--- src/rtl/pipe_skid_reg.sv ---
`default_nettype none
// +--------------------------------------------------------------------------+
// | pipe_skid_reg : two-entry skid register for a valid/ready pipeline stage |
// | Revision 1.0 - initial release                                           |
// +--------------------------------------------------------------------------+
module pipe_skid_reg #(
  parameter int DATA_W = 32,
  parameter int CNT_W  = 16
) (
  input  logic              clk,
  input  logic              rst_n,
  input  logic              flush,
  input  logic              in_valid,
  output logic              in_ready,
  input  logic [DATA_W-1:0] in_data,
  output logic              out_valid,
  input  logic              out_ready,
  output logic [DATA_W-1:0] out_data,
  output logic [1:0]        occupancy,
  output logic [CNT_W-1:0]  stall_cnt
);

  typedef enum logic [1:0] {
    EMPTY = 2'd0,
    ONE   = 2'd1,
    FULL  = 2'd2
  } state_t;

  localparam logic [CNT_W-1:0] CNT_MAX = {CNT_W{1'b1}};
  localparam logic [CNT_W-1:0] CNT_ONE = {{(CNT_W-1){1'b0}}, 1'b1};

  state_t            state;
  state_t            state_nx;
  logic [DATA_W-1:0] main_data;
  logic [DATA_W-1:0] main_nx;
  logic [DATA_W-1:0] skid_data;
  logic [DATA_W-1:0] skid_nx;
  logic              in_fire;
  logic              out_fire;

  assign in_fire  = in_valid & in_ready;
  assign out_fire = out_valid & out_ready;

  always_comb begin
    state_nx = state;
    main_nx  = main_data;
    skid_nx  = skid_data;
    if (flush) begin
      state_nx = EMPTY;
      main_nx  = '0;
      skid_nx  = '0;
    end else begin
      case (state)
        EMPTY: begin
          if (in_fire) begin
            state_nx = ONE;
            main_nx  = in_data;
          end
        end
        ONE: begin
          if (in_fire && out_fire) begin
            main_nx = in_data;
          end else if (in_fire) begin
            state_nx = FULL;
            skid_nx  = in_data;
          end else if (out_fire) begin
            state_nx = EMPTY;
            main_nx  = '0;
          end
        end
        FULL: begin
          // in_ready is low here, so only the drain side can move
          if (out_fire) begin
            state_nx = ONE;
            main_nx  = skid_data;
            skid_nx  = '0;
          end
        end
        default: begin
          state_nx = EMPTY;
          main_nx  = '0;
          skid_nx  = '0;
        end
      endcase
    end
  end

  // Handshake outputs are registered copies of the next-state decode
  always_ff @(posedge clk or negedge rst_n) begin
    if (!rst_n) begin
      state     <= EMPTY;
      main_data <= '0;
      skid_data <= '0;
      out_valid <= 1'b0;
      in_ready  <= 1'b1;
    end else begin
      state     <= state_nx;
      main_data <= main_nx;
      skid_data <= skid_nx;
      out_valid <= (state_nx != EMPTY);
      in_ready  <= (state_nx != FULL);
    end
  end

  always_ff @(posedge clk or negedge rst_n) begin
    if (!rst_n) begin
      stall_cnt <= '0;
    end else if (out_valid && !out_ready && (stall_cnt != CNT_MAX)) begin
      stall_cnt <= stall_cnt + CNT_ONE;
    end
  end

  assign out_data  = main_data;
  assign occupancy = state;

endmodule
`default_nettype wire
--- config.mk ---
export PLATFORM = sky130hd
export DESIGN_NAME = pipe_skid_reg
export DESIGN_NICKNAME = d
export VERILOG_FILES = /design/src/rtl/pipe_skid_reg.sv
export SDC_FILE = /design/constraint.sdc
export NUM_CORES = 1
export LEC_CHECK = 0
export BUFFER_PORTS_ARGS = -buffer_cell sky130_fd_sc_hd__buf_2
export CAP_MARGIN = 40
export CORE_MARGIN = 3
export CORE_UTILIZATION = 30
export DETAILED_ROUTE_END_ITERATION = 12
export SLEW_MARGIN = 0
export SYNTH_ARGS = -nofsm -noshare
export SYNTH_HDL_FRONTEND = slang
export SYNTH_SLANG_ARGS = --single-unit
export TNS_END_PERCENT = 10
--- constraint.sdc ---
create_clock -name clk -period 4.18 [get_ports clk]
set_input_delay 0.627 -clock clk [delete_from_list [all_inputs] [get_ports clk]]
set_output_delay 0.627 -clock clk [all_outputs]
set_load 0.1 [all_outputs]
# Word level (Yosys, flattened, before mapping)
# Cells that the tools add are included.
dict set report word_totals {
  memories 0
  wordCells 45
  inputBits 37
  rom_bits 0
  register_bits 84
  out_inout_bits 52
  latchBits 0
  mem_bits_rw 0
}
dict set report op_classes {
  div_mod_pow 0
  mux 17
  n_lt_le_gt_ge 0
  add_sub_neg 1
  reduce_logical 8
  multipliers 0
  shift 0
  n_eq_ne 11
  n_bitwise 2
}
# op count
set ops {}
lappend ops {{$mux 32} 8}
lappend ops {{$pmux 32 s3} 2}
lappend ops {{$add 16x1->16 const B} 1}
lappend ops {{$ne 16x16->1 const B} 1}
lappend ops {{$mux 2} 6}
lappend ops {{$ne 3x3->1 const B} 4}
lappend ops {{$ne 4x4->1 const B} 2}
lappend ops {{$reduce_and 4->1} 2}
lappend ops {{$pmux 2 s3} 1}
lappend ops {{$ne 2x2->1 const B} 2}
lappend ops {{$logic_and 1x1->1} 3}
lappend ops {{$and 1x1->1} 2}
lappend ops {{$eq 2x1->1 const B} 1}
lappend ops {{$eq 2x2->1 const B} 1}
lappend ops {{$logic_not 2->1} 1}
lappend ops {{$reduce_bool 2->1} 1}
lappend ops {{$logic_not 1->1} 1}

# Logic depth before layout (Yosys ltp)
# Gate-level depths: netlist (run 1).
dict set report depth {
  depth_word 7
  depth_mapped 7
  mapped_depth_nobuf 5
}

# Worst setup path before layout (run 1)
# No wires, ideal clock.
dict set report synth_path {
  path_type {reg2reg}
  from {reg stall_cnt[0]}
  to {reg stall_cnt[1]}
  path_buffers 0
  t_required_ns 4.053
  setup_ns 0.127
  stages_incl_launch_ff 6
  setup_slack_ns 1.705
  period_less_slack_ns 2.475
  arrival_time_ns 2.348
  path_cell_list {dfrtp_1 > ha_1 > nand4_1 > nor4_4 > nor2_2 > mux2_4}
}
dict set report synth_between {
  elab_chain_cells 2
  word_cells_on_any_way 3
  classes_between {add/sub (1); eq/ne (1); reduce/logical (1)}
}
# element line_no
set synth_rtl {}
lappend synth_rtl {{start, declared} 20} ;# output logic [CNT_W-1:0] stall_cnt
lappend synth_rtl {{start signal, assigned} 109} ;# stall_cnt <= stall_cnt + CNT_ONE;
lappend synth_rtl {{branches (longest 2 deep; another with $add 16x1->16)} --}
# Parallel ways; which one is timed is not known.
# A chain may end at the register's enable or synchronous reset.

# Worst setup path in the final report (run 1)
dict set report layout_path {
  from {reg state[1] (netlist: occupancy[1])}
  to {out occupancy[1]}
}
# element line_no
set layout_lines {}
lappend layout_lines {{start, declared} 32} ;# state_t state;
lappend layout_lines {{start signal, assigned} 97} ;# state <= state_nx;
lappend layout_lines {{end, declared} 19} ;# output logic [1:0] occupancy,
# No word-level cell between the ends.

==> results of run 1 <==
==> final timing paths <==
kind | start | to | slack [ps] | depth (start not counted)
setup reg to reg | occupancy[1] | out_data[18] | 1910 | 5
min in group clk | out_data[3] | out_data[3] | 480 | 1
setup / recovery | occupancy[1] | occupancy[1] | 1770 | 1
max in group asynchronous | rst_n | out_data[25] | 2980 | 2
hold / removal | rst_n | stall_cnt[2] | 360 | 1
hold reg to reg | out_data[3] | out_data[3] | 480 | 1
==> cells in the mapped netlist, types with 2 or more instances <==
library cell and instances:
nand4_1 3, nand3_1 4, nor3b_1 2, nor2b_1 3, and4_1 2, or2_2 2, nor2_1 25, inv_1 35
xnor2_1 2, nor3_1 9, nand2_1 39, nor4_1 2, buf_2 13, o2bb2ai_1 32, mux2i_1 52, clkbuf_1 11
xor2_1 13, a22oi_1 13, a31oi_1 2, dfrtp_1 83, buf_4 2, a21oi_1 23
==> metal layers <==
layer | vias up | part of all wire | track usage
met1 | 1463 | 0.45 | 0.183
met2 | 84 | 0.45 | 0.218
met3 | 21 | 0.075 | 0.0567
met4 | 4 | 0.021 | 0.0504
li1 | 1511 | - | -
met5 | - | 0.0021 | 0
==> layout make-up <==
class                      count  area (um2)  share of cell area
inverter                      35         131              0.0259
clock inverter                 6         111              0.0220
sequential                    84        2100               0.415
tap                          176         220              0.0435
clock buffer                  10         229              0.0452
timing repair buffer          95         515               0.102
multi-input combinational    246        1750               0.346
==> logic make-up (layout without fill, tap and decap cells) <==
family | after synthesis | count (layout)
and+or+nand+nor | 103 | 103
DFF | 84 | 84
AOI/OAI and AO/OA | 73 | 73
buffers and inverters | 61 | 146
muxes | 54 | 54
xor gates and xnor gates | 15 | 15
adders and majority gates | 1 | 1
==> sequential cells by signal (all words and copies together) (netlist names) <==
register   cells
skid_data     32
out_valid      1
occupancy      2
stall_cnt     16
in_ready       1
out_data      32
==> where the power goes <==
part	leakage (nW)	total (W)	internal, W	switching [W]
sequential	1.13	0.000970	0.000891	0.0000790
combinational	1.18	0.000807	0.000175	0.000632
clock	0.163	0.000915	0.000585	0.000330
==> through the flow <==
stage	total power, W	util	setup WS [ps]
after global placement	0.00178	0.352	1680
after floorplan	0.00161	-	1710
after global routing	0.00281	0.381	1700
after detailed placement	0.00179	0.355	1920
final	0.00269	0.381	1770
after CTS	0.00272	0.381	1730
==> impl_metrics.env, run 1 <==
export IMPL_period_share=0.576
export IMPL_grt_overflow_total=0
export IMPL_hold_viol=0
export IMPL_antenna_found_initial=2
export IMPL_leakage_nw=2.47
export IMPL_die_h_um=123
export IMPL_drt_total_wl_um=10100
export IMPL_cts_buffers=9
export IMPL_fmax_mhz=415
export IMPL_max_slew_worst_pin_slew_ps=863
export IMPL_p_per_area_nw_per_um2=532
export IMPL_grt_util_all_layers=0.142
export IMPL_dieWidth_um=123
export IMPL_layout_common_cells="buf_2, dfrtp_1, mux2i_1"
export IMPL_dpl_cell_count=636
export IMPL_synthTopCellsByArea="dfrtp_1, mux2i_1, o2bb2ai_1, nand2_1, inv_1"
export IMPL_status="completed"
export IMPL_yosysSeqAreaShare=0.514
export IMPL_cts_tree="yes"
export IMPL_initialDrtViolationCount=151
export IMPL_ant_nets=0
export IMPL_nNetsFinal=509
export IMPL_period_needed_ps=2410
export IMPL_ys_warn_count=0
export IMPL_synth_fp_nets=429
export IMPL_route_vias_total=3083
export IMPL_mostFrequentLayoutCell="buf_2"
export IMPL_syn_to_final_growth_pct=23.8
export IMPL_htree_num_levels=3
export IMPL_synth_compound_area_share=0.129
export IMPL_holdCritPathClass="primary input to asynchronous set/reset pin"
export IMPL_slowest_stage="dfrtp_2"
export IMPL_ios=89
export IMPL_cp_start_kind="register"
export IMPL_rsz0062_at_grt="no"
export IMPL_setup_viol=0
export IMPL_yosys_area_top_type="dfrtp_1"
export IMPL_final_cells=652
export IMPL_crit_chain="buf_2"
export IMPL_endpoint_kind="primary output"
export IMPL_cp_required_ps=3550
export IMPL_clock_root_buffer="clkbuf_16"
export IMPL_hold_ws_ps=357
export IMPL_diodes=0
export IMPL_post_cts_setup_buffer_count=0
export IMPL_clock_path_buffers=2
export IMPL_hpwl_um=7100
export IMPL_crit_family="flip-flops"
export IMPL_muxShareOfSynthArea=0.134
export IMPL_start_util=0.308
export IMPL_synth_edf_count=0
export IMPL_dominantRegCellSynth="dfrtp_1"
export IMPL_drv_cap=0
export IMPL_synth_xor_area_share=0.0321
export IMPL_rows=42
export IMPL_ir_drop_uv=694
export IMPL_syn_inst=391
export IMPL_grt_start_max_net_pins=60
export IMPL_vias_per_cell=4.73
export IMPL_path_buf_inv=1
export IMPL_synth_top_family_by_area="multiplexers"
export IMPL_wl_per_cell_um=15.5
export IMPL_place_area_um2=4730
export IMPL_path_clk_slew_ps=60
export IMPL_grt_pass1_wl_um=16700
export IMPL_slew_headroom=0.424
export IMPL_dr_pass1_iters=4
export IMPL_yosysUniqueCellTypes=41
export IMPL_gp_congestion=0.809
export IMPL_drv_slew=0
export IMPL_clk_latency_ps=340
export IMPL_drive_gt1_frac=0.263
export IMPL_ctsResizeCount=0
export IMPL_synthAdderAreaFrac=0.00306
export IMPL_dieArea_um2=15100
export IMPL_cp_max_fo=31
export IMPL_fin_area_um2=5070
export IMPL_synth_top_cell_area_share=0.508
export IMPL_synthArstFlopShare=1.00
export IMPL_arrival_ps=1780
export IMPL_first_global_vias=3240
export IMPL_hold_buffers=0
export IMPL_drc=0
export IMPL_clock_sinks=84
export IMPL_synth_simple_gate_area_frac=0.127
export IMPL_fillers=1305
export IMPL_setup_tns_final_ps=0
export IMPL_syn_area_um2=4090
export IMPL_synth_seq_cells=84
export IMPL_synth_area_per_cell_um2=10.5
export IMPL_portBuffers=88
export IMPL_fp_coreArea_um2=13300
export IMPL_crit_type="register to primary output"
export IMPL_finClkSkew_ps=7.78
export IMPL_cp_slowest_stage_delay_ps=880
Note: power is estimated with default switching activity, not from simulation.
==> inputs of run 2 (changes only) <==
clock period = 2.45 ns   (was 4.18 ns; I/O delays follow)
==> run 2 against run 1 <==
  * Wire length rose by 1.6%
  * Flip-flop and latch count stayed put
  * Critical endpoint is now out_data[10]
  * Critical path depth rose by 3
  * Via count rose by 1.9%
  * Non-clock buffer count increased by 2
  * Sequential share of layout area fell by 0.084 points
  * Combinational power grew 73%
  * Core utilization grew 0.12 points
  * Sequential power increased by 70%
  * Die area unchanged
  * First-iteration DRC count rose by 29%
  * Worst hold slack worse by 320 ps
==> impl_metrics.env, run 2 (same netlist as run 1, synthesis figures left out) <==
export IMPL_setup_tns_final_ps=0
export IMPL_diodes=0
export IMPL_p_switching_w=0.00177
export IMPL_dieArea_um2=15100
export IMPL_netSwitchingFraction=0.390
export IMPL_start_util=0.308
export IMPL_dieWidth_um=123
export IMPL_arrival_ps=2130
export IMPL_clock_sinks=84
export IMPL_first_global_vias=3159
export IMPL_p_per_area_nw_per_um2=894
export IMPL_drt_total_wl_um=10300
export IMPL_clock_power_share=0.329
export IMPL_drc=0
export IMPL_drive_gt1_frac=0.268
export IMPL_hpwl_um=7020
export IMPL_crit_type="register to register"
export IMPL_drv_slew=0
export IMPL_rows=42
export IMPL_clock_path_buffers=2
export IMPL_nNetsFinal=511
export IMPL_leakage_nw=2.48
export IMPL_ir_drop_uv=1240
export IMPL_hold_viol=0
export IMPL_antenna_found_initial=3
export IMPL_ctsResizeCount=0
export IMPL_status="completed"
export IMPL_mostFrequentLayoutCell="buf_2"
export IMPL_clk_latency_ps=340
export IMPL_grt_overflow_total=0
export IMPL_rsz0062_at_grt="no"
export IMPL_portBuffers=88
export IMPL_cts_tree="yes"
export IMPL_power_w=0.00455
export IMPL_cp_required_ps=2710
export IMPL_pwr_share_comb=0.308
export IMPL_vias_per_cell=4.80
export IMPL_initialDrtViolationCount=195
export IMPL_wl_per_cell_um=15.7
export IMPL_path_clk_slew_ps=60
export IMPL_grt_start_max_net_pins=48
export IMPL_die_h_um=123
export IMPL_hold_buffers=0
export IMPL_p_seq_frac=0.363
export IMPL_cp_slowest_stage_delay_ps=660
export IMPL_drv_cap=0
export IMPL_period_needed_ps=1870
export IMPL_grt_pass1_wl_um=16500
export IMPL_p_int_w=0.00277
export IMPL_htree_num_levels=3
export IMPL_slowest_stage="nor2_4"
export IMPL_syn_to_final_growth_pct=24.2
export IMPL_layout_common_cells="buf_2, dfrtp_1, mux2i_1"
export IMPL_grt_util_all_layers=0.144
export IMPL_ios=89
export IMPL_clock_root_buffer="clkbuf_16"
export IMPL_cp_max_fo=32
export IMPL_period_share=0.765
export IMPL_cts_buffers=9
export IMPL_crit_chain="xor2_1 -> a22oi_1 -> nor2_4 -> o2bb2ai_1"
export IMPL_gp_congestion=0.896
export IMPL_holdCritPathClass="primary input to asynchronous set/reset pin"
export IMPL_fp_coreArea_um2=13300
export IMPL_dr_pass1_iters=4
export IMPL_slew_headroom=0.437
export IMPL_finClkSkew_ps=8.76
export IMPL_setup_viol=0
export IMPL_cp_start_kind="register"
export IMPL_fillers=1326
export IMPL_endpoint_kind="register"
export IMPL_post_cts_setup_buffer_count=0
export IMPL_ant_nets=0
export IMPL_max_slew_worst_pin_slew_ps=843
export IMPL_fmax_mhz=534
export IMPL_route_vias_total=3141
-- run 2: cell count changes in the layout (fill, tap and decap cells not counted), sizes merged --
cell      before  now
bufinv         3    2
buf           95   97
clkbuf        10   13
clkinvlp       1    0
inv           36   35
-- run 2: power groups by stage --
stage	logic, W	clock network, W	registers, W
after floorplan	0.000389	0	0.00237
after global placement	0.00139	0	0.00166
after detailed placement	0.00141	0	0.00167
after CTS	0.00141	0.00154	0.00165
after global routing	0.00148	0.00160	0.00167
final	0.00140	0.00150	0.00165
-- run 2: per-layer routing --
| metal | vias to the layer above | track usage | part of all wire |
|---|---|---|---|
| li1 | 1520 | - | - |
| met1 | 1517 | 0.180 | 0.44 |
| met2 | 80 | 0.221 | 0.46 |
| met3 | 18 | 0.0636 | 0.079 |
| met4 | 6 | 0.0462 | 0.015 |
| met5 | - | 0 | 0.0027 |
-- run 2: worst paths after layout --
check                      slack, ps       endpoint  depth (start not counted)          from
max                              580   out_data[10]                          4  occupancy[1]
min                               40   stall_cnt[8]                          1         rst_n
max reg2reg                      580   out_data[10]                          4  occupancy[1]
min reg2reg                      480   out_data[25]                          1  out_data[25]
max in group asynchronous       1770   out_data[10]                          2         rst_n
min in group clk                 280  skid_data[17]                          3   in_data[17]
-- run 2: final cells by class --
cell class	count	area [um2]	area share
inverter	35	131	0.0258
multi-input combinational	246	1760	0.346
sequential	84	2110	0.415
timing repair buffer	97	536	0.105
tap	176	220	0.0433
clock buffer	13	260	0.0512
clock inverter	3	68.8	0.0135
-- run 2: stage by stage --
stage / cell area (um2) / instances / hold WS [ps] / setup WS, ps / utilization
after floorplan: 4090 / 391 / 71.9 / 126 / -
after global placement: 4750 / 638 / 427 / 651 / 0.358
after detailed placement: 4750 / 638 / 430 / 590 / 0.358
after CTS: 5080 / 654 / 58.8 / 570 / 0.382
after global routing: 5080 / 654 / 73.0 / 434 / 0.382
final: 5080 / 654 / 39.6 / 577 / 0.382
-- run 2: worst max-delay path, delay by kind of cell (launching register included) --
kind | cells | cell delay, ps
AND/OR/NAND/NOR | 1 | 660
flip-flops | 1 | 570
AO/OA/AOI/OAI | 2 | 330
XOR/XNOR | 1 | 220
==> inputs of run 3 (changes only) <==
clock period = 1.55 ns   (was 2.45 ns; I/O delays follow)
==> run 3 against run 2 <==
  * The flow now finishes with violations (negative setup slack)
  * Die area stayed put
  * Cell count increased by 7.6%
  * Wire length up 14%
  * Register-to-register slack got worse by 650 ps
  * Largest cell class unchanged
==> impl_metrics.env, run 3 (same netlist as run 1, synthesis figures left out) <==
export IMPL_grt_util_all_layers=0.157
export IMPL_drv_slew=0
export IMPL_dr_pass1_iters=4
export IMPL_violations="negative setup slack"
export IMPL_cp_start_kind="register"
export IMPL_setup_viol=39
export IMPL_grt_pass1_wl_um=18200
export IMPL_vias_per_cell=4.87
export IMPL_hpwl_um=7710
export IMPL_p_per_area_nw_per_um2=1210
export IMPL_slew_headroom=0.650
export IMPL_route_vias_total=3428
export IMPL_clock_root_buffer="clkbuf_16"
export IMPL_hold_viol=0
export IMPL_ant_nets=0
export IMPL_cp_max_fo=6
export IMPL_clock_sinks=84
export IMPL_setup_tns_final_ps=-1500
export IMPL_ios=89
export IMPL_post_place_ws_ps=-242
export IMPL_max_slew_worst_pin_slew_ps=529
export IMPL_layout_common_cells="buf_2, dfrtp_1, mux2i_1"
export IMPL_initialDrtViolationCount=177
export IMPL_cts_tree="yes"
export IMPL_fillers=1243
export IMPL_layout_setup_ws_ps=-70.1
export IMPL_period_needed_ps=1620
export IMPL_drive_gt1_frac=0.466
export IMPL_cts_buffers=9
export IMPL_endpoint_kind="register"
export IMPL_rows=42
export IMPL_drc=0
export IMPL_ir_drop_uv=629
export IMPL_antenna_found_initial=0
export IMPL_fp_coreArea_um2=13300
export IMPL_fmax_mhz=617
export IMPL_clock_path_buffers=2
export IMPL_first_global_vias=3538
export IMPL_gp_congestion=0.827
export IMPL_arrival_ps=1890
export IMPL_grt_start_max_net_pins=38
export IMPL_drt_total_wl_um=11800
export IMPL_die_h_um=123
export IMPL_syn_to_final_growth_pct=46.2
export IMPL_leakage_nw=2.83
export IMPL_period_share=1.05
export IMPL_portBuffers=88
export IMPL_diodes=0
export IMPL_status="finished, violations left"
export IMPL_path_clk_slew_ps=60
export IMPL_fin_area_um2=5980
export IMPL_mostFrequentLayoutCell="buf_2"
export IMPL_htree_num_levels=3
export IMPL_rsz0062_at_grt="yes"
export IMPL_cp_required_ps=1820
export IMPL_holdCritPathClass="primary input to register"
export IMPL_grt_overflow_total=0
export IMPL_dieArea_um2=15100
export IMPL_drv_cap=0
export IMPL_finClkSkew_ps=9.06
export IMPL_place_area_um2=5200
export IMPL_nNetsFinal=561
export IMPL_wl_per_cell_um=16.7
export IMPL_clk_latency_ps=350
export IMPL_dieWidth_um=123
export IMPL_start_util=0.308
export IMPL_crit_type="register to register"
-- run 3: report_power, final --
| part | switching [W] | internal, W | total [W] |
|---|---|---|---|
| logic | 0.00191 | 0.000764 | 0.00268 |
| clock network | 0.000883 | 0.00108 | 0.00196 |
| registers | 0.000190 | 0.00243 | 0.00262 |
-- run 3: per-layer routing --
layer,up-vias,wire [um],track usage,share of wire
met3,13,655,0.0387,0.056
met4,0,125,0.0539,0.011
li1,1626,-,-,-
met5,-,0,0,0
met1,1700,5300,0.204,0.45
met2,89,5690,0.255,0.48
-- run 3: final cells by class --
cell class	count	area, um2	area share
Sequential cell	84	2170	0.362
Multi-Input combinational cell	247	2090	0.349
Timing Repair Buffer	146	1110	0.185
Clock buffer	9	225	0.0376
Tap cell	176	220	0.0368
Inverter	35	131	0.0220
Clock inverter	7	42.5	0.00711
-- run 3: what timing repair did --
item | CTS | global route
hold endpoints to repair | 22 | 0
setup endpoints to repair | 81 | 86
buffers inserted | 3 | 7
pin swaps | 11 | 28
gates cloned | 2 | 2
hold buffers | 1 | 0
gates resized for setup | 36 | 44
-- run 3: critical path, stage by stage (launching register included) --
cell and delay, ps:
dfstp_4 640, buf_6 100, nand4b_1 170, nor2_4 250
buf_6 190, a21oi_2 70, o2bb2ai_1 120
-- run 3: final timing paths --
check                              from            end  slack, ps  depth (start not counted)
setup reg to reg               in_ready   out_data[12]        -70                          6
min in group asynchronous         rst_n  skid_data[21]        360                          2
hold / removal              in_data[14]  skid_data[14]        140                          3
hold reg to reg            out_data[20]   out_data[20]        490                          1
setup / recovery               in_ready   out_data[12]        -70                          6
max in group asynchronous         rst_n   out_data[28]        660                          3
-- run 3: metrics by stage --
step / utilization / hold WS, ps / total power, W / std cells
finish: 0.450 / 137 / 0.00726 / 704
global route: 0.450 / 145 / 0.00761 / 704
floorplan: - / -63.1 / 0.00441 / 391
CTS: 0.430 / 126 / 0.00722 / 695
detailed placement: 0.391 / 177 / 0.00510 / 673
global placement: 0.391 / 175 / 0.00506 / 673
